`config.mk`:
```
export PLATFORM = sky130hd
export DESIGN_NAME = hour_counter_cfg
export DESIGN_NICKNAME = d
export VERILOG_FILES = /design/src/rtl/hour_counter_cfg.sv
export SDC_FILE = /design/constraint.sdc
export NUM_CORES = 1
export LEC_CHECK = 0
export CAP_MARGIN = 30
export CORE_MARGIN = 10
export CORE_UTILIZATION = 34
export DETAILED_ROUTE_END_ITERATION = 7
export SLEW_MARGIN = 30
export SYNTH_ARGS = -nofsm -noshare
export SYNTH_HDL_FRONTEND = slang
export SYNTH_SLANG_ARGS = --single-unit
```
`constraint.sdc`:
```
create_clock -name clk -period 7.33 [get_ports clk]
set_input_delay 1.466 -clock clk [delete_from_list [all_inputs] [get_ports clk]]
set_output_delay 1.466 -clock clk [all_outputs]
set_load 0.1 [all_outputs]
```
`src/rtl/hour_counter_cfg.sv`:
```
// ---------------------------------------------------------------------------
// hour_counter_cfg
//   Modulo-MOD time-unit counter with registered BCD display digits. Used as
//   the hour stage of the clock chain (MOD=24, 12h/24h display with PM flag)
//   or as a minute/second stage (MOD=60, EN_12H=0).
//
//   Per-edge priority: reset > load > adjust (inc xor dec, en=1)
//                      > carry_in (en=1) > hold.
//
// Ports
//   clk        in   1      rising-edge clock
//   reset_n    in   1      synchronous active-low reset
//   en         in   1      enables carry_in and inc/dec (load ignores it)
//   carry_in   in   1      advance request from the lower stage
//   load       in   1      load load_val (rejected when load_val >= MOD)
//   load_val   in   CNT_W  binary value to load
//   inc        in   1      user +1 adjust, wraps, never carries
//   dec        in   1      user -1 adjust, wraps, never carries
//   mode_12h   in   1      1 = 12h display (only when EN_12H=1)
//   count      out  CNT_W  binary count 0..MOD-1
//   tens       out  4      BCD tens of the displayed value
//   ones       out  4      BCD ones of the displayed value
//   pm         out  1      count >= 12 (EN_12H=1 only)
//   carry_out  out  1      pulse when carry_in wraps MOD-1 -> 0
//   load_err   out  1      pulse when a load was rejected
// ---------------------------------------------------------------------------
module hour_counter_cfg #(
    parameter int MOD    = 24,
    parameter int CNT_W  = 5,
    parameter bit EN_12H = 1'b1
) (
    input  logic             clk,
    input  logic             reset_n,
    input  logic             en,
    input  logic             carry_in,
    input  logic             load,
    input  logic [CNT_W-1:0] load_val,
    input  logic             inc,
    input  logic             dec,
    input  logic             mode_12h,
    output logic [CNT_W-1:0] count,
    output logic [3:0]       tens,
    output logic [3:0]       ones,
    output logic             pm,
    output logic             carry_out,
    output logic             load_err
);

    // One extra bit so that MOD == 2**CNT_W is still representable.
    localparam logic [CNT_W:0]   MOD_W = (CNT_W + 1)'(MOD);
    localparam logic [CNT_W-1:0] MAX_V = CNT_W'(MOD - 1);

    logic [CNT_W-1:0] count_q, count_d;
    logic [3:0]       tens_q, tens_d;
    logic [3:0]       ones_q, ones_d;
    logic             pm_q, pm_d;
    logic             carry_out_q, carry_out_d;
    logic             load_err_q, load_err_d;
    logic             show_12h;

    // Displayed value: 24h shows the count directly; 12h shows count%12
    // with 0 rendered as 12.
    function automatic logic [7:0] to_bcd(input logic [CNT_W-1:0] c,
                                          input logic             twelve);
        int v;
        v = int'(c);
        if (twelve) begin
            v = v % 12;
            if (v == 0) begin
                v = 12;
            end
        end
        return {4'(v / 10), 4'(v % 10)};
    endfunction

    assign show_12h = EN_12H && mode_12h;

    always_comb begin
        count_d     = count_q;
        carry_out_d = 1'b0;
        load_err_d  = 1'b0;

        if (load) begin
            if ({1'b0, load_val} < MOD_W) begin
                count_d = load_val;
            end else begin
                load_err_d = 1'b1;
            end
        end else if (en && (inc ^ dec)) begin
            // Adjust never produces a carry; a same-cycle carry_in is dropped.
            if (inc) begin
                count_d = (count_q == MAX_V) ? '0 : count_q + 1'b1;
            end else begin
                count_d = (count_q == '0) ? MAX_V : count_q - 1'b1;
            end
        end else if (en && carry_in) begin
            if (count_q == MAX_V) begin
                count_d     = '0;
                carry_out_d = 1'b1;
            end else begin
                count_d = count_q + 1'b1;
            end
        end

        // Digits follow the next count so they change on the same edge.
        {tens_d, ones_d} = to_bcd(count_d, show_12h);
        pm_d             = EN_12H && (int'(count_d) >= 12);
    end

    always_ff @(posedge clk) begin
        if (!reset_n) begin
            count_q     <= '0;
            tens_q      <= '0;
            ones_q      <= '0;
            pm_q        <= 1'b0;
            carry_out_q <= 1'b0;
            load_err_q  <= 1'b0;
        end else begin
            count_q     <= count_d;
            tens_q      <= tens_d;
            ones_q      <= ones_d;
            pm_q        <= pm_d;
            carry_out_q <= carry_out_d;
            load_err_q  <= load_err_d;
        end
    end

    assign count     = count_q;
    assign tens      = tens_q;
    assign ones      = ones_q;
    assign pm        = pm_q;
    assign carry_out = carry_out_q;
    assign load_err  = load_err_q;

endmodule
```
==> results of run 1 <==
==> worst min-delay path, cell delays in order, from the launching register on <==
cell and delay (ps):
dfxtp_1 420, nand3b_1 130, nor4_1 50
==> layer usage <==
layer  part of all wire [%]  track usage (%)  vias to the layer above
met1                     45            18.65                     1279
met3                    4.1            1.580                       15
met2                     48            23.59                       65
li1                       -                -                     1316
met4                    2.3            5.761                        0
met5                      0                0                        -
==> cell families (layout without fill, tap and decap cells) <==
family / count (synthesis) / after routing / share of synthesized area [%]
AOI/OAI and AO/OA: 115 / 115 / 40.49
xor gates and xnor gates: 5 / 5 / 2.010
adders and majority gates: 10 / 10 / 5.744
buffers and inverters: 33 / 113 / 6.491
DFF: 16 / 16 / 14.70
muxes: 7 / 7 / 3.331
and+or+nand+nor: 108 / 108 / 27.23
==> where the power goes <==
group / switching, mW / leakage (nW) / internal (mW)
logic: 0.248 / 1.16 / 0.159
registers: 0.00909 / 0.132 / 0.0990
clock network: 0.0293 / 0.0216 / 0.0364
==> cell usage in the layout, fill, tap and decap left out, drive strengths merged, types with 4 or more instances in the layout <==
cell	n
nor2b	4
nand2	19
a311oi	4
or3	4
nor2	26
and3	4
nand4	10
o211ai	9
and2	4
a211oi	9
a21boi	6
nand3	7
inv	16
o21ai	15
o31ai	6
ha	10
nor3	5
dfxtp	16
a21oi	15
mux2i	5
xor2	4
o31a	6
o32ai	4
a21o	5
buf	64
nor3b	4
or2	4
clkdlybuf4s50	25
a211o	4
==> through the flow <==
stage / worst slack, ps / setup TNS [ps] / util, % / area [um^2]
2_1_floorplan: 177.6 / 0 / - / 2178
3_3_place_gp: 81.11 / 0 / 46.70 / 2932
3_5_place_dp: -109.1 / -109.1 / 46.70 / 2932
4_1_cts: 103.3 / 0 / 47.36 / 2973
5_1_grt: -45.98 / -45.98 / 49.09 / 3082
6_report: 308.1 / 0 / 49.09 / 3082
==> timing repair <==
action                                  4_1_cts  5_1_grt
buffers inserted                              0        4
endpoints found under the setup margin        0        2
resized for setup                             0       18
==> layout make-up <==
cell class	count	area [um^2]	share of cell area (%)
well taps	77	96.34	3.126
clock buffers	3	41.29	1.340
repair buffers	92	768.2	24.93
inverters	18	67.56	2.192
multi-input cells	245	1788	58.02
flip-flops and latches	16	320.3	10.39
==> flip-flops by register name, summed over array words and instances, names as in the netlist <==
name	cells
tens	4
pm	1
load_err	1
count	5
ones	4
carry_out	1
==> final timing paths <==
path,from,endpoint,slack [ps],cells after the start
max,inc,ones[3],310,30
min,count[4],carry_out,640,2
max reg2reg,count[1],ones[3],1000,30
min reg2reg,count[4],carry_out,640,2
==> impl_metrics.yaml, run 1 <==
placement:
  dpl.hpwl_mm: 5.899
  place_congestion: 0.9029
  dp_cells: 444
  io_buffers: 28
global_routing:
  grt_max_degree: 17
  antenna_found_initial: 0
  grt_overflow_total: 0
  track_usage_pct: 14.36
  first_global_vias: 2519
  grt_pass1_wl_mm: 12.26
yosys:
  yosys_warnings: 0
  synth_area_um2: 2178
  ys_top_cells_by_area: "dfxtp_1 (15%), ha_1 (5.7%), nor2_1 (4.3%)"
  yosysMostFrequentCell: "nor2_1"
  synth_area_leader_cell: "dfxtp_1"
  synthArstFlopShare_pct: 0
  synth-edff-count: 0
  synthFlopType: "dfxtp_1"
  synth_top_area_share_pct: 14.70
  syn_inst: 294
  syn_area_per_cell_um2: 7.409
  synthTopCellsByCount: "nor2_1 (25), nand2_1 (19), dfxtp_1 (16)"
  syn_nets: 317
  synth-seq-area-share_pct: 14.70
  ys_types: 73
  ys_ff_latch: 16
clocking:
  htreeDepth: 1
  insertion_delay_ps: 250
  cts_tree: "yes"
  clock_sinks: 16
  holdBufCountCts: 0
  clockBufferDepth: 2
  cts_root_buffer: "clkbuf_8"
  cts_buffers: 3
  clk_pin_slew_worst_paths_ps: 70
die:
  die_x_um: 100.0
  ios: 29
  die-area_um2: 10010
  initial_core_util_pct: 34.70
  rows: 29
  dieHeight_um: 100.0
  core-area_um2: 6277
sta:
  setup-violations-final: 0
  drv_slew: 0
  hold_viol: 0
  finalCritPeriodShare_pct: 95.80
  skew_ps: 7.881
  worst_hold_slack_ps: 642.9
  fmax_mhz: 142.4
  layout_min_cycle_time_ps: 7022
  slew_headroom_pct: 33.14
  tightest_slew_ps: 999.8
critical_path:
  worstPathMaxFanout: 10
  cpPeakStageDelay_ps: 400
  path_class: "in2reg"
  crit_buf_inv: 4
  endpoint_kind: "flip-flop"
  cp_data_arrival_time_ps: 7180
  critPathTopFamily: "compound AO/OA/AOI/OAI gates"
  cp.required_ps: 7490
  slowest_stage: "clkdlybuf4s50_1"
  start_kind: "primary input"
routing:
  dr.pass1.iters: 4
  wl_per_cell_um: 16.75
  wl_mm: 7.553
  drc: 0
  drt_iter0_drc: 169
  num_vias: 2675
  viasPerCell: 5.931
  ant_nets: 0
layout:
  fillers: 634
  final_cell_count_no_fill: 451
  fin_nets: 399
  drive_gt1_share_pct: 27.01
  antenna_cells: 0
  areaGrowthSynthToFinish_pct: 41.47
flow_run:
  max-cap-violations: 0
pwr:
  power_density_nw_per_um2: 188.5
  ir_drop_v: 0.0001410
  p_total_mw: 0.5809
  leakagePower_nw: 1.317
run_status:
  outcome: "finished, final reports clean"
worst_hold_path:
  holdCritPathClass: "reg2reg"
No activity file was read; power rests on OpenSTA's default activity.
==> run 2, diff against run 1 <==
--- a/config.mk
+++ b/config.mk
@@ -13,3 +13,4 @@
 export SYNTH_ARGS = -nofsm -noshare
 export SYNTH_HDL_FRONTEND = slang
 export SYNTH_SLANG_ARGS = --single-unit
+export TNS_END_PERCENT = 100
==> results of run 2 <==
Same layout as run 1: the final DEF is identical, and so are final timing and power.
==> run 3, diff against run 2 <==
--- a/config.mk
+++ b/config.mk
@@ -13,4 +13,3 @@
 export SYNTH_ARGS = -nofsm -noshare
 export SYNTH_HDL_FRONTEND = slang
 export SYNTH_SLANG_ARGS = --single-unit
-export TNS_END_PERCENT = 100
==> results of run 3 <==
Same layout as run 1: the final DEF is identical, and so are final timing and power.
